==> src/rtl/duck_pkg.sv <==
// Shared types, defaults and distance helpers for the duck-hunt shot path.
// The hit test and the flash overlay both go through in_box so they can never disagree.
package duck_pkg;

   typedef enum logic [2:0] {
      ST_EMPTY    = 3'd0,
      ST_READY    = 3'd1,
      ST_FLASH    = 3'd2,
      ST_JUDGE    = 3'd3,
      ST_COOLDOWN = 3'd4
   } shot_state_t;

   localparam logic [7:0]  FIRE_KEY_DEFAULT = 8'h2C;
   localparam int unsigned SCREEN_W         = 640;
   localparam int unsigned SCREEN_H         = 480;

   // Magnitude of a-b using an 11-bit signed difference, so nothing wraps near 0 or the right edge.
   function automatic logic [9:0] abs_diff10(input logic [9:0] a, input logic [9:0] b);
      logic [10:0] d;
      d = {1'b0, a} - {1'b0, b};
      if (d[10]) begin
         abs_diff10 = 10'(11'd0 - d);
      end else begin
         abs_diff10 = d[9:0];
      end
   endfunction

   function automatic logic in_box(input logic [9:0] px, input logic [9:0] py,
                                   input logic [9:0] cx, input logic [9:0] cy,
                                   input logic [9:0] radius);
      return (abs_diff10(px, cx) <= radius) && (abs_diff10(py, cy) <= radius);
   endfunction

endpackage

==> src/rtl/frame_tick_gen.sv <==
// Brings the asynchronous frame_clk into the Clk domain and emits a registered
// one-cycle tick per rising edge, three Clk cycles after the rise.
module frame_tick_gen (
   input  logic Clk,
   input  logic Reset,
   input  logic frame_clk,
   output logic tick
);

   logic sync1_r;
   logic sync2_r;
   logic sync3_r;
   logic tick_r;

   // Two-flop synchroniser, an edge-history flop and the registered edge detect.
   always_ff @(posedge Clk) begin
      if (Reset) begin
         sync1_r <= 1'b0;
         sync2_r <= 1'b0;
         sync3_r <= 1'b0;
         tick_r  <= 1'b0;
      end else begin
         sync1_r <= frame_clk;
         sync2_r <= sync1_r;
         sync3_r <= sync2_r;
         tick_r  <= sync2_r & ~sync3_r;
      end
   end

   assign tick = tick_r;

endmodule

==> src/rtl/shot_controller.sv <==
// Per-shot sequencer: fire edge, flash frames, one-cycle hit judgement, cooldown,
// with per-round shot accounting and one-cycle hit/miss events.
module shot_controller
   import duck_pkg::*;
#(
   parameter logic [7:0]  FIRE_KEY        = FIRE_KEY_DEFAULT,
   parameter int unsigned SHOTS_PER_ROUND = 3,
   parameter int unsigned FLASH_FRAMES    = 2,
   parameter int unsigned COOLDOWN_FRAMES = 12,
   parameter int unsigned HIT_RADIUS      = 16
) (
   input  logic       Clk,
   input  logic       Reset,
   input  logic       frame_clk,
   input  logic [7:0] keycode,
   input  logic       round_start,
   input  logic [9:0] cursor_x,
   input  logic [9:0] cursor_y,
   input  logic [9:0] duck_x,
   input  logic [9:0] duck_y,
   input  logic       duck_alive,
   input  logic [9:0] DrawX,
   input  logic [9:0] DrawY,
   output logic       cursor_freeze,
   output logic       flash_active,
   output logic       flash_white,
   output logic [1:0] shots_left,
   output logic       hit_pulse,
   output logic       miss_pulse,
   output logic [2:0] state_dbg
);

   localparam logic [2:0] S_EMPTY    = ST_EMPTY;
   localparam logic [2:0] S_READY    = ST_READY;
   localparam logic [2:0] S_FLASH    = ST_FLASH;
   localparam logic [2:0] S_JUDGE    = ST_JUDGE;
   localparam logic [2:0] S_COOLDOWN = ST_COOLDOWN;

   localparam logic [7:0] FLASH_LOAD = 8'(FLASH_FRAMES);
   localparam logic [7:0] COOL_LOAD  = 8'(COOLDOWN_FRAMES);
   localparam logic [1:0] SHOT_LOAD  = 2'(SHOTS_PER_ROUND);
   localparam logic [9:0] RADIUS     = 10'(HIT_RADIUS);

   logic       tick_s;
   logic       key_down_s;
   logic       fire_prev_r;
   logic       fire_s;
   logic       hit_s;

   logic [2:0] state_r,  state_n;
   logic [1:0] shots_r,  shots_n;
   logic [7:0] cnt_r,    cnt_n;
   logic [9:0] shot_x_r, shot_x_n;
   logic [9:0] shot_y_r, shot_y_n;
   logic       hit_r,    hit_n;
   logic       miss_r,   miss_n;
   logic       flash_r;
   logic       freeze_r;

   frame_tick_gen u_tick (
      .Clk       (Clk),
      .Reset     (Reset),
      .frame_clk (frame_clk),
      .tick      (tick_s)
   );

   assign key_down_s = (keycode == FIRE_KEY);
   assign fire_s     = key_down_s & ~fire_prev_r;
   assign hit_s      = duck_alive & in_box(shot_x_r, shot_y_r, duck_x, duck_y, RADIUS);

   // Next-state logic; round_start overrides everything and silently aborts any shot in flight.
   always_comb begin
      state_n  = state_r;
      shots_n  = shots_r;
      cnt_n    = cnt_r;
      shot_x_n = shot_x_r;
      shot_y_n = shot_y_r;
      hit_n    = 1'b0;
      miss_n   = 1'b0;
      if (round_start) begin
         state_n = S_READY;
         shots_n = SHOT_LOAD;
         cnt_n   = 8'd0;
      end else begin
         case (state_r)
            S_EMPTY: begin
               state_n = S_EMPTY;
            end
            S_READY: begin
               if (shots_r == 2'd0) begin
                  state_n = S_EMPTY;
               end else if (fire_s) begin
                  state_n  = S_FLASH;
                  shots_n  = shots_r - 2'd1;
                  cnt_n    = FLASH_LOAD;
                  shot_x_n = cursor_x;
                  shot_y_n = cursor_y;
               end else begin
                  state_n = S_READY;
               end
            end
            S_FLASH: begin
               if (tick_s && (cnt_r <= 8'd1)) begin
                  state_n = S_JUDGE;
                  cnt_n   = 8'd0;
               end else if (tick_s) begin
                  cnt_n = cnt_r - 8'd1;
               end else begin
                  cnt_n = cnt_r;
               end
            end
            S_JUDGE: begin
               hit_n   = hit_s;
               miss_n  = ~hit_s;
               state_n = S_COOLDOWN;
               cnt_n   = COOL_LOAD;
            end
            S_COOLDOWN: begin
               if (tick_s && (cnt_r <= 8'd1)) begin
                  cnt_n = 8'd0;
                  if (shots_r != 2'd0) begin
                     state_n = S_READY;
                  end else begin
                     state_n = S_EMPTY;
                  end
               end else if (tick_s) begin
                  cnt_n = cnt_r - 8'd1;
               end else begin
                  cnt_n = cnt_r;
               end
            end
            default: begin
               state_n = S_EMPTY;
               cnt_n   = 8'd0;
            end
         endcase
      end
   end

   // State, counters and registered outputs; flags are decoded from the next state.
   always_ff @(posedge Clk) begin
      if (Reset) begin
         state_r     <= S_EMPTY;
         shots_r     <= 2'd0;
         cnt_r       <= 8'd0;
         shot_x_r    <= 10'd0;
         shot_y_r    <= 10'd0;
         hit_r       <= 1'b0;
         miss_r      <= 1'b0;
         flash_r     <= 1'b0;
         freeze_r    <= 1'b0;
         fire_prev_r <= 1'b0;
      end else begin
         state_r     <= state_n;
         shots_r     <= shots_n;
         cnt_r       <= cnt_n;
         shot_x_r    <= shot_x_n;
         shot_y_r    <= shot_y_n;
         hit_r       <= hit_n;
         miss_r      <= miss_n;
         flash_r     <= (state_n == S_FLASH);
         freeze_r    <= (state_n == S_FLASH) || (state_n == S_JUDGE);
         fire_prev_r <= key_down_s;
      end
   end

   assign flash_white   = flash_r & in_box(DrawX, DrawY, duck_x, duck_y, RADIUS);
   assign cursor_freeze = freeze_r;
   assign flash_active  = flash_r;
   assign shots_left    = shots_r;
   assign hit_pulse     = hit_r;
   assign miss_pulse    = miss_r;
   assign state_dbg     = state_r;

endmodule

==> config.mk <==
export PLATFORM = sky130hd
export DESIGN_NAME = shot_controller
export DESIGN_NICKNAME = d
export VERILOG_FILES = /design/src/rtl/duck_pkg.sv /design/src/rtl/frame_tick_gen.sv /design/src/rtl/shot_controller.sv
export SDC_FILE = /design/constraint.sdc
export NUM_CORES = 1
export LEC_CHECK = 0
export BUFFER_PORTS_ARGS = -buffer_cell sky130_fd_sc_hd__buf_2
export CORE_MARGIN = 4
export CORE_UTILIZATION = 40
export DETAILED_ROUTE_END_ITERATION = 8
export PLACE_DENSITY = 0.63
export SLEW_MARGIN = 20
export SYNTH_ARGS = -nofsm -noshare
export SYNTH_HDL_FRONTEND = slang
export SYNTH_HIERARCHICAL = 1
export SYNTH_SLANG_ARGS = --single-unit
export TNS_END_PERCENT = 30
==> constraint.sdc <==
create_clock -name Clk -period 3.6 [get_ports Clk]
set_clock_uncertainty 0.15 [all_clocks]
set_input_delay 0.18 -clock Clk [delete_from_list [all_inputs] [get_ports Clk]]
set_output_delay 0.18 -clock Clk [all_outputs]
set_load 0.01 [all_outputs]
## Word-level counts from Yosys, hierarchy flattened

Cells that the tools add are included.

- Register bits after elaboration: 42
- Latch bits: 0
- Memory bits (writable): 0
- ROM bits: 0
- Input port bits: 73
- Logic and storage cells: 86
- Memories kept: 0

- $add $sub $neg: 10
- Multipliers: 0
- Div/mod/pow operators: 0
- $lt $le $gt $ge: 5
- Equal/unequal tests: 11
- Shifts and indexed selects: 0
- Mux-type cells: 20
- Bitwise gates (word level): 11
- Reductions and logical operators: 15

Operators by type and width:

| operator | count |
|---|---|
| $sub A10 B10 Y11 | 4 |
| $le A10 B5 Y1 const B | 4 |
| $mux W10 | 4 |
| $sub A1 B10 Y10 const A | 4 |
| $mux W8 | 4 |
| $pmux W8 S4 | 1 |
| $eq A3 B2 Y1 const B | 4 |
| $mux W2 | 6 |
| $pmux W3 S4 | 1 |
| $mux W3 | 3 |
| $eq A8 B6 Y1 const B | 1 |
| $le A8 B1 Y1 const B | 1 |
| $reduce_and A4 Y1 | 2 |
| $sub A8 B1 Y8 const B | 1 |
| $not A1 Y1 | 7 |
| $ne A2 B2 Y1 const B | 3 |
| $reduce_bool A2 Y1 | 3 |
| $and A1 B1 Y1 | 4 |
| $reduce_or A2 Y1 | 2 |
| $eq A3 B1 Y1 const B | 1 |
| $eq A3 B3 Y1 const B | 1 |
| $logic_and A1 B1 Y1 | 3 |
| $logic_not A3 Y1 | 1 |
| $ne A3 B1 Y1 const B | 1 |
| other kinds (6) | 6 |

## Logic depth before layout (Yosys ltp)

Gate-level depths: netlist of run 1.

- Depth in word-level cells: 8
- Mapped depth: 14
- Gate-level depth less buffers: 13

## By module

Netlist of run 1, hierarchy kept.

Modules (own cells, without submodules):

| module | times used | cells each | area each (µm²) |
|---|---|---|---|
| shot_controller | 1 | 584 | 4,309.1 |
| frame_tick_gen | 1 | 8 | 111.4 |

## Least setup slack after synthesis of run 1

OpenSTA, ideal clock, no wires.

- Path kind: in2out
- Start: input port DrawX[0]
- End: output port flash_white
- Arrival: 3.013 ns
- Required time: 3.270 ns
- Setup slack: 0.257 ns
- Stages on the path: 13
- Path buffers: 0
- Cells stage by stage: inv_1 -> ha_1 -> inv_1 -> fa_1 -> a211oi_4 -> o21ai_0 -> o21a_1 -> a2111oi_0 -> a311oi_1 -> or4b_1 -> a211oi_1 -> a31oi_1 -> a2111oi_2

- Longest elaborated chain between the ends: 6

RTL lines:

| what | line | RTL |
|---|---|---|
| start, declared | shot_controller.sv:22 | `input logic [9:0] DrawX,` |
| $sub A10 B10 Y11 * | duck_pkg.sv:20 | `d = {1'b0, a} - {1'b0, b};` |
| $sub A1 B10 Y10 | duck_pkg.sv:22 | `abs_diff10 = 10'(11'd0 - d);` |
| $mux W10 * | duck_pkg.sv:21 | `if (d[10]) begin` |
| $le A10 B5 Y1 * | duck_pkg.sv:31 | `return (abs_diff10(px, cx) <= radius) && (abs_diff10(py, cy) <= radius);` |
| $logic_and A1 B1 Y1 * | duck_pkg.sv:31 |  |
| $and A1 B1 Y1 * | shot_controller.sv:167 | `assign flash_white = flash_r & in_box(DrawX, DrawY, duck_x, duck_y, RADIUS);` |
| end, declared | shot_controller.sv:26 | `output logic flash_white,` |

Mark *: on every way between the ends. The rest lies on a longest branch, timed or not.

## Worst setup path in the final report of run 1

Ends and elaborated chain as after synthesis.

==> results of run 1 <==
per-stage QoR:
stage	std cells	hold WS, ns	total power [uW]	TNS, ns	setup WS (ns)
2_1_floorplan	592	0.101	832	0	0.257
3_5_place_dp	808	0.252	970	-0.0329	-0.0329
4_1_cts	837	0.0207	1310	0	0.0288
6_report	841	0.0335	1350	0	0.172
3_3_place_gp	808	0.245	955	0	0.0586
5_1_grt	841	0.0397	1440	-0.0366	-0.0254
final cells by class:
type / instances / area [um2] / share of cell area (%)
Timing Repair Buffer: 117 / 739 / 13.5
Multi-Input combinational cell: 490 / 3480 / 63.3
Clock buffer: 6 / 82.6 / 1.50
Sequential cell: 42 / 841 / 15.3
Inverter: 44 / 168 / 3.05
Tap cell: 140 / 175 / 3.19
Clock inverter: 2 / 12.5 / 0.228
flip-flops by register name, indices dropped and copies added (netlist names):
| name | count |
|---|---|
| state_dbg | 3 |
| u_tick/sync3_r | 1 |
| u_tick/sync2_r | 1 |
| hit_pulse | 1 |
| shot_x_r | 10 |
| shots_left | 2 |
| fire_prev_r | 1 |
| shot_y_r | 10 |
| cnt_r | 8 |
| u_tick/sync1_r | 1 |
| flash_active | 1 |
| cursor_freeze | 1 |
| u_tick/tick | 1 |
| miss_pulse | 1 |
what timing repair did:
item                                    CTS  global route
hold endpoints to repair                 21             0
buffers inserted                          0             4
gates resized for setup                   5            34
endpoints found under the setup margin    1             3
hold buffers                             21             0
pin swaps                                 0            21
critical path, cell delays in order:
cell	delay (ns)
buf_6	0.09
inv_2	0.05
ha_4	0.14
inv_4	0.03
fa_2	0.38
a211oi_4	0.28
buf_6	0.15
o21bai_4	0.06
a21oi_4	0.17
xor2_2	0.17
a311oi_2	0.13
or4b_4	0.54
a211oi_2	0.18
a31oi_1	0.07
a2111oi_2	0.28
buf_2	0.19
synth_stat cells, types with 8 or more instances:
cell,number,share of area [%]
ha_1,43,12
clkbuf_1,13,1.1
nand3_1,13,1.5
xnor2_1,20,4.0
dfxtp_1,42,19
nand2_1,73,6.2
xor2_1,12,2.4
nor3_1,18,2.0
o21ai_0,31,3.5
o21a_1,8,1.4
or2_2,12,1.7
a21oi_1,50,5.7
nor2b_1,13,1.8
inv_1,44,3.7
a211oi_1,12,2.0
nor2_1,51,4.3
routing by layer:
layer	track usage, %	vias to the layer above	wire length (um)
li1	-	2345	-
met1	23.3	2135	5450
met2	32.6	93	5950
met3	2.35	22	481
met4	4.65	0	183
met5	0	-	0
power by group through the flow:
stage	sequential [uW]	clock, uW	combinational [uW]
5_1_grt	473	351	616
3_5_place_dp	483	0	487
3_3_place_gp	482	0	473
6_report	472	316	559
4_1_cts	472	329	512
2_1_floorplan	483	0	349
how the worst min path moves through the flow:
stage | end | slack (ns)
final | shots_left[0]$_SDFFE_PP0P_ | 0.03
after global routing | shots_left[0]$_SDFFE_PP0P_ | 0.04
after CTS | shots_left[0]$_SDFFE_PP0P_ | 0.02
after detailed placement | u_tick/tick$_SDFF_PP0_ | 0.25
after global placement | u_tick/sync1_r$_SDFF_PP0_ | 0.24
after floorplan | u_tick/tick$_SDFF_PP0_ | 0.10
cell families (layout without fill, tap and decap cells):
family | after synthesis | count (layout) | share of synthesized area, %
AND/OR/NAND/NOR | 230 | 230 | 25.9
multiplexers | 9 | 9 | 2.12
AO/OA/AOI/OAI | 170 | 170 | 26.5
buffers and inverters | 60 | 169 | 5.58
adder cells (fa/ha/maj) | 48 | 48 | 14.2
flip-flops | 42 | 42 | 19.0
XOR/XNOR | 33 | 33 | 6.71
==> run summary, run 1 <==
1st-pass router iterations -> 4
Clock edge transition at the registers on the reported setup and hold paths -> 0.08 ns
Clock Power Share -> 23.5%
Number of global-route vias before repair -> 4474
Ys async rst share -> 0%
Clk sinks -> 42
Iteration-0 DRC Markers -> 245
Reg2reg path depth -> 13
Syn Inst Count -> 592
Share of cells above drive strength 1 -> 23.0%
Final setup violation count -> 0
# fillers -> 1057
Max H-tree Level -> 2
Vias per cell -> 5.46
Die Width -> 113 um
Hold depth -> 3
Port Buffer Count -> 82
Worst slew margin -> 63.4%
Antenna violations before repair -> 0
Clk_lat worst skew -> 0.29 ns
Total congestion overflow -> 0
Initial Utilization -> 40.8%
Yosys cell types -> 74
Number of I/O pins -> 83
Reg2Reg Capture Point -> hit_pulse$_SDFF_PP0_
Row count -> 38
Core Util, Final -> 50.7%
Antenna viol nets, final -> 0
Hold path startpoint -> round_start
Most frequent cells in the layout -> buf_2 (81), nand2_1 (71), a21oi_1 (50), nor2_1 (49)
Final Max Tran Viols -> 0
Tcrit/Tclk final -> 95.2%
Largest net degree at the start of global routing -> 30
FF-to-FF Start -> shot_y_r[0]$_SDFFE_PP0P_
Post-DP HPWL -> 9530 um
Gpl congestion -> 0.904
Switching Fraction -> 34.6%
Net Sw Power -> 466 uW
Die Footprint -> 12800 um2
Pwr Density -> 245 nW/um2
GRT Total Usage -> 18.3%
Slew @ Worst Pin -> 0.550 ns
Worst min path class -> in2reg
Number of synthesized register bits -> 42
DR DRC count -> 0
Die H -> 113 um
Final hold vios -> 0
Detailed-route wire length -> 12100 um
RSZ-0062 raised after global routing -> yes
Comb power frac -> 41.5%
Synth-to-layout area growth -> 24.3%
Worst setup path endpoint -> flash_white
Max IR drop VDD -> 0.240 mV
Placed Area -> 5000 um2
Via count -> 4595
MaxCap Viol Count -> 0
CTS tree -> built
Outcome -> finished, final reports clean
Final nets -> 820
P_int -> 880 uW
Avg Synthesized Cell Area -> 7.47 um2
Tmin final -> 3.43 ns
Req. time, crit path -> 3.27 ns
Worst Path Arrival -> 3.10 ns
CTS Buffer Depth -> 2
CTS Buf Count -> 5
Static leakage -> 0.00231 uW
Synthesized area -> 4420 um2
Core box area -> 10800 um2
Max FO, Critical Path -> 3
Root Driver -> clkbuf_8
Commonest non-fill, non-tap cell in the layout -> buf_2
Sequential share of power -> 35.0%
ANT cells -> 0
Setup CP Type -> in2out
Flop-to-flop setup slack -> 0.18 ns
Fmax -> 0.292 GHz
Crit path launch -> DrawX[0]
Synth warnings -> 6
Crit. End Element -> output pin
First-pass GRT wire length -> 19800 um
Syn Nets -> 712
Seq/Total Area, Yosys -> 19.0%
CP startpoint kind -> input port
Post-route cell area -> 5500 um2
WL per Instance -> 14.3 um
Most used DFF post-synth -> dfxtp_1
Post-synth EDFFs -> 0
Note: power is estimated with default switching activity, not from simulation.
==> run 2, diff against run 1 <==
--- a/config.mk
+++ b/config.mk
@@ -7,10 +7,9 @@
 export LEC_CHECK = 0
 export BUFFER_PORTS_ARGS = -buffer_cell sky130_fd_sc_hd__buf_2
 export CORE_MARGIN = 4
-export CORE_UTILIZATION = 40
+export CORE_UTILIZATION = 50
 export DETAILED_ROUTE_END_ITERATION = 8
-export PLACE_DENSITY = 0.63
-export SLEW_MARGIN = 20
+export PLACE_DENSITY = 0.75
 export SYNTH_ARGS = -nofsm -noshare
 export SYNTH_HDL_FRONTEND = slang
 export SYNTH_HIERARCHICAL = 1
==> run 2 against run 1 <==
  * Wire length down 5.9%
  * Sequential power about the same
  * Sequential cell count unchanged
  * Worst hold slack worse by 0.011 ns
  * First-iteration DRC count down 47%
  * Register-to-register slack worse by 0.03 ns
  * Count of clock-buffer cells in the layout unchanged
  * Non-clock buffer count down 4
  * Clock power down 2%
  * Global-route usage up 3.7 points
  * Design area down 2.3%
  * Combinational power down 5.0%
  * Critical endpoint is now hit_pulse$_SDFF_PP0_
  * Largest cell class unchanged
==> run summary, run 2 (same netlist as run 1, synthesis figures left out) <==
Post-DP HPWL -> 8940 um
Max FO, Critical Path -> 4
Setup CP Type -> reg2reg
Net Sw Power -> 449 uW
Comb power frac -> 40.4%
Gpl congestion -> 0.935
Static leakage -> 0.00229 uW
Max H-tree Level -> 2
Worst slew margin -> 64.1%
Pwr Density -> 245 nW/um2
Commonest non-fill, non-tap cell in the layout -> buf_2
WL per Instance -> 14.1 um
First-pass GRT wire length -> 19000 um
Final Max Tran Viols -> 0
Synth-to-layout area growth -> 21.5%
Share of cells above drive strength 1 -> 21.1%
Post-route cell area -> 5370 um2
Row count -> 34
Top flop regs -> shot_x_r x10, shot_y_r x10, cnt_r x8
Clk_lat worst skew -> 0.29 ns
Via count -> 4616
MaxCap Viol Count -> 0
Met2 usage -> 38.3%
Iteration-0 DRC Markers -> 131
CTS tree -> built
Number of global-route vias before repair -> 4375
Detailed-route wire length -> 11300 um
Crit. End Element -> register
Core box area -> 8680 um2
Antenna violations before repair -> 0
Tot Pwr -> 1310 uW
Busiest grt layer -> met2
Sequential share of power -> 35.9%
Most frequent cells in the layout -> buf_2 (82), nand2_1 (73), nor2_1 (50), a21oi_1 (50)
Largest net degree at the start of global routing -> 30
Vias per cell -> 5.73
CTS Buffer Depth -> 2
CTS Buf Count -> 5
Switching Fraction -> 34.2%
Grt met1 use -> 28.8%
Clk sinks -> 42
Clock Power Share -> 23.6%
RSZ-0062 raised after global routing -> yes
# fillers -> 758
P_int -> 864 uW
CP startpoint kind -> register
Slew @ Worst Pin -> 0.532 ns
DR DRC count -> 0
Die Footprint -> 10400 um2
Worst min path class -> in2reg
Die H -> 102 um
Tcrit/Tclk final -> 96.0%
Clock edge transition at the registers on the reported setup and hold paths -> 0.08 ns
Req. time, crit path -> 3.67 ns
Total congestion overflow -> 0
Max IR drop VDD -> 0.283 mV
ANT cells -> 0
Flop-to-flop setup slack -> 0.15 ns
Initial Utilization -> 50.9%
Fmax -> 0.289 GHz
Root Driver -> clkbuf_8
Antenna viol nets, final -> 0
GRT Total Usage -> 21.9%
Final setup violation count -> 0
Final hold vios -> 0
Final nets -> 816
1st-pass router iterations -> 5
Die Width -> 102 um
Placed Area -> 4940 um2
Tmin final -> 3.45 ns
Outcome -> finished, final reports clean
Worst Path Arrival -> 3.53 ns
Port Buffer Count -> 82
Number of I/O pins -> 83
Met3 usage -> 2.25%
-- run 2: changes by cell type in the layout (fill, tap and decap cells not counted), sizes merged --
cell	change
buf	-4
-- run 2: per-stage QoR --
stage          hold slack, ns  utilization (%)  setup slack (ns)  cells  setup TNS [ns]
2_1_floorplan           0.101                -             0.257    592               0
3_3_place_gp            0.244             57.0            0.0400    774               0
3_5_place_dp            0.255             57.0           -0.0332    774         -0.0332
4_1_cts                0.0216             60.6            0.0316    803               0
5_1_grt                0.0510             61.9           -0.0240    805         -0.0366
6_report               0.0226             61.9             0.145    805               0
-- run 2: metal layers --
| metal | part of all wire (%) | wire length, um | up-vias |
|---|---|---|---|
| met1 | 45 | 5140 | 2135 |
| li1 | - | - | 2336 |
| met4 | 2.1 | 241 | 0 |
| met5 | 0 | 0 | - |
| met2 | 48 | 5450 | 121 |
| met3 | 4.6 | 518 | 24 |
-- run 2: power by group through the flow --
stage / registers, uW / logic (uW) / clock network (uW)
after detailed placement: 482 / 477 / 0
after CTS: 472 / 500 / 320
after global routing: 472 / 588 / 335
final: 472 / 531 / 311
after floorplan: 483 / 349 / 0
after global placement: 482 / 465 / 0
-- run 2: area by class of cell --
class / count / area (um2) / area share, %
tap: 108 / 135 / 2.52
timing repair buffer: 113 / 699 / 13.0
inverter: 44 / 165 / 3.07
multi-input combinational: 490 / 3440 / 64.0
clock inverter: 2 / 12.5 / 0.233
clock buffer: 6 / 82.6 / 1.54
sequential: 42 / 841 / 15.7
-- run 2: what timing repair did --
item	4_1_cts	5_1_grt
setup endpoints to repair	1	3
pin swaps	0	10
gates resized for setup	3	19
gates cloned	0	0
endpoints found under the hold margin	21	0
buffers inserted	0	2
hold buffers	21	0
-- run 2: final timing paths --
check	cells past startpoint	endpoint	from
max	13	hit_pulse$_SDFF_PP0_	shot_y_r[0]$_SDFFE_PP0P_
min	3	fire_prev_r$_SDFF_PP0_	keycode[2]
max reg2reg	13	hit_pulse$_SDFF_PP0_	shot_y_r[0]$_SDFFE_PP0P_
min reg2reg	1	u_tick/tick$_SDFF_PP0_	u_tick/sync3_r$_SDFF_PP0_
-- run 2: critical path, cell delays in order (launching register included) --
cell and delay, ns:
dfxtp_1 0.32, inv_1 0.09, ha_1 0.20, inv_1 0.06
fa_1 0.41, a211oi_2 0.28, o31ai_2 0.12, nand2_1 0.15
o21ba_2 0.20, mux2_2 0.34, a211o_1 0.30, a2111oi_2 0.28
o2111a_1 0.30, nor3b_2 0.19
==> run 3, diff against run 2 <==
--- a/config.mk
+++ b/config.mk
@@ -9,7 +9,7 @@
 export CORE_MARGIN = 4
 export CORE_UTILIZATION = 50
 export DETAILED_ROUTE_END_ITERATION = 8
-export PLACE_DENSITY = 0.75
+export PLACE_DENSITY = 0.78
 export SYNTH_ARGS = -nofsm -noshare
 export SYNTH_HDL_FRONTEND = slang
 export SYNTH_HIERARCHICAL = 1
==> constraint.sdc (replaced) <==
create_clock -name Clk -period 3 [get_ports Clk]
set_clock_uncertainty 0.15 [all_clocks]
set_input_delay 0.15 -clock Clk [delete_from_list [all_inputs] [get_ports Clk]]
set_output_delay 0.15 -clock Clk [all_outputs]
set_load 0.01 [all_outputs]
==> run 3 against run 2 <==
  * The flow now finishes with violations (negative setup slack)
  * Die area did not move
  * Largest cell class unchanged
  * Power rose by 33%
  * Largest power group unchanged
  * Global-route usage rose by 2.3 points
  * Sequential share of layout area fell by 1.7 points
  * Clock power rose by 35%
  * First-iteration DRC count rose by 27%
  * Non-clock buffer count rose by 70
  * Wire length rose by 11%
==> run summary, run 3 (same netlist as run 1, synthesis figures left out) <==
Max incr delay on CP -> 0.56 ns
Final Max Tran Viols -> 0
Placed Area -> 5500 um2
Crit. End Element -> output pin
Die Footprint -> 10400 um2
Clk_lat worst skew -> 0.29 ns
CTS Buffer Depth -> 2
Final hold vios -> 0
Clk sinks -> 42
1st-pass router iterations -> 4
Core box area -> 8680 um2
Top flop regs -> shot_x_r x10, shot_y_r x10, cnt_r x8
CP startpoint kind -> input port
Total congestion overflow -> 0
Static leakage -> 0.00265 uW
Row count -> 34
Cells along the critical path -> buf_8 > inv_12 > ha_4 > inv_2 > fa_2 > a211oi_4 > o21ai_1 > o21a_1 > a2111oi_4 > a311oi_2 > or4b_1 > a211oi_2 > a31oi_1 > a2111oi_2 > buf_2
Antenna viol nets, final -> 0
Final setup margin -> -0.287 ns
First-pass GRT wire length -> 20800 um
Iteration-0 DRC Markers -> 166
Failing checks -> negative setup slack
Post-route cell area -> 6010 um2
Clock edge transition at the registers on the reported setup and hold paths -> 0.08 ns
Largest net degree at the start of global routing -> 30
DR DRC count -> 0
Detailed-route wire length -> 12600 um
GRT Total Usage -> 24.2%
Gpl congestion -> 0.924
Placed cells -> 842
Outcome -> complete, but fails checks
Max IR drop VDD -> 0.287 mV
Die H -> 102 um
Most frequent cells in the layout -> buf_2 (80), buf_4 (80), nand2_1 (73), a21oi_1 (50), nor2_1 (48)
Setup CP Type -> in2out
Finished Layout Cells -> 875
MaxCap Viol Count -> 0
RSZ-0062 raised after global routing -> yes
CTS Buf Count -> 5
ANT cells -> 0
Share of cells above drive strength 1 -> 30.4%
Fmax -> 0.304 GHz
Tcrit/Tclk final -> 110%
Post-DP HPWL -> 9820 um
Initial Utilization -> 50.9%
Synth-to-layout area growth -> 36.1%
Worst Path Arrival -> 2.99 ns
WP buf/inv -> 4
Core Util, Final -> 69.3%
WL per Instance -> 14.4 um
Max H-tree Level -> 2
Root Driver -> clkbuf_8
Max FO, Critical Path -> 3
CTS tree -> built
Vias per cell -> 5.62
Final nets -> 886
Worst slew margin -> 62.2%
Slew @ Worst Pin -> 0.560 ns
Tmin final -> 3.29 ns
Pwr Density -> 291 nW/um2
Via count -> 4917
Worst min path class -> in2reg
Die Width -> 102 um
Number of I/O pins -> 83
Final setup violation count -> 3
Number of global-route vias before repair -> 4817
Req. time, crit path -> 2.70 ns
Slowest cell on crit path -> or4b_1
Antenna violations before repair -> 0
Port Buffer Count -> 82
CP top delay family -> compound AO/OA/AOI/OAI gates
==> run 3: changes by cell type in the layout (fill, tap and decap cells not counted), sizes merged <==
cell and change:
dlygate4sd3 +1, clkbuf +2, buf +69, clkinv -1, clkinvlp -1
==> run 3: final timing paths <==
path                                           startpoint                endpoint  slack, ns  cells past startpoint
worst max register to register   shot_y_r[0]$_SDFFE_PP0P_    hit_pulse$_SDFF_PP0_      -0.16                     14
worst min register to register  u_tick/sync3_r$_SDFF_PP0_  u_tick/tick$_SDFF_PP0_       0.26                      1
worst min-delay path                           keycode[2]  fire_prev_r$_SDFF_PP0_       0.01                      3
worst max-delay path                             DrawX[0]             flash_white      -0.29                     15
==> run 3: final cells by class <==
type / count / area, um2
multi-input cells: 490 / 3510
fillers: 698 / 2660
repair buffers: 183 / 1240
flip-flops and latches: 42 / 841
inverters: 44 / 178
well taps: 108 / 135
clock buffers: 8 / 110
==> run 3: worst min-delay path: stages <==
cell	delay [ns]
buf_2	0.09
nand4_1	0.12
nor2_1	0.05
==> run 3: power breakdown <==
| group | switching, uW | internal, uW |
|---|---|---|
| Sequential | 4.08 | 562 |
| Clock | 186 | 232 |
| Combinational | 381 | 384 |
==> run 3: through the flow <==
stage	setup TNS [ns]	setup slack, ns	power [uW]	hold slack [ns]
final	-0.539	-0.287	1750	0.0137
after global routing	-1.02	-0.468	1860	0.0291
after CTS	-0.558	-0.302	1740	0.00677
after detailed placement	-1.05	-0.505	1270	0.216
after global placement	-0.832	-0.453	1240	0.222
after floorplan	-0.381	-0.191	1010	0.0707
==> run 3: what timing repair did <==
action,CTS,global route
hold buffers,22,0
buffers inserted,3,0
resized for setup,28,9
pin swaps,21,4
hold endpoints to repair,22,0
endpoints found under the setup margin,3,3
==> run 3: routing by layer <==
layer,vias up,wire (um),track usage [%]
li1,2482,-,-
met1,2287,5330,28.9
met2,121,6420,44.9
met3,27,596,2.53
met4,0,289,7.87
met5,-,0,0
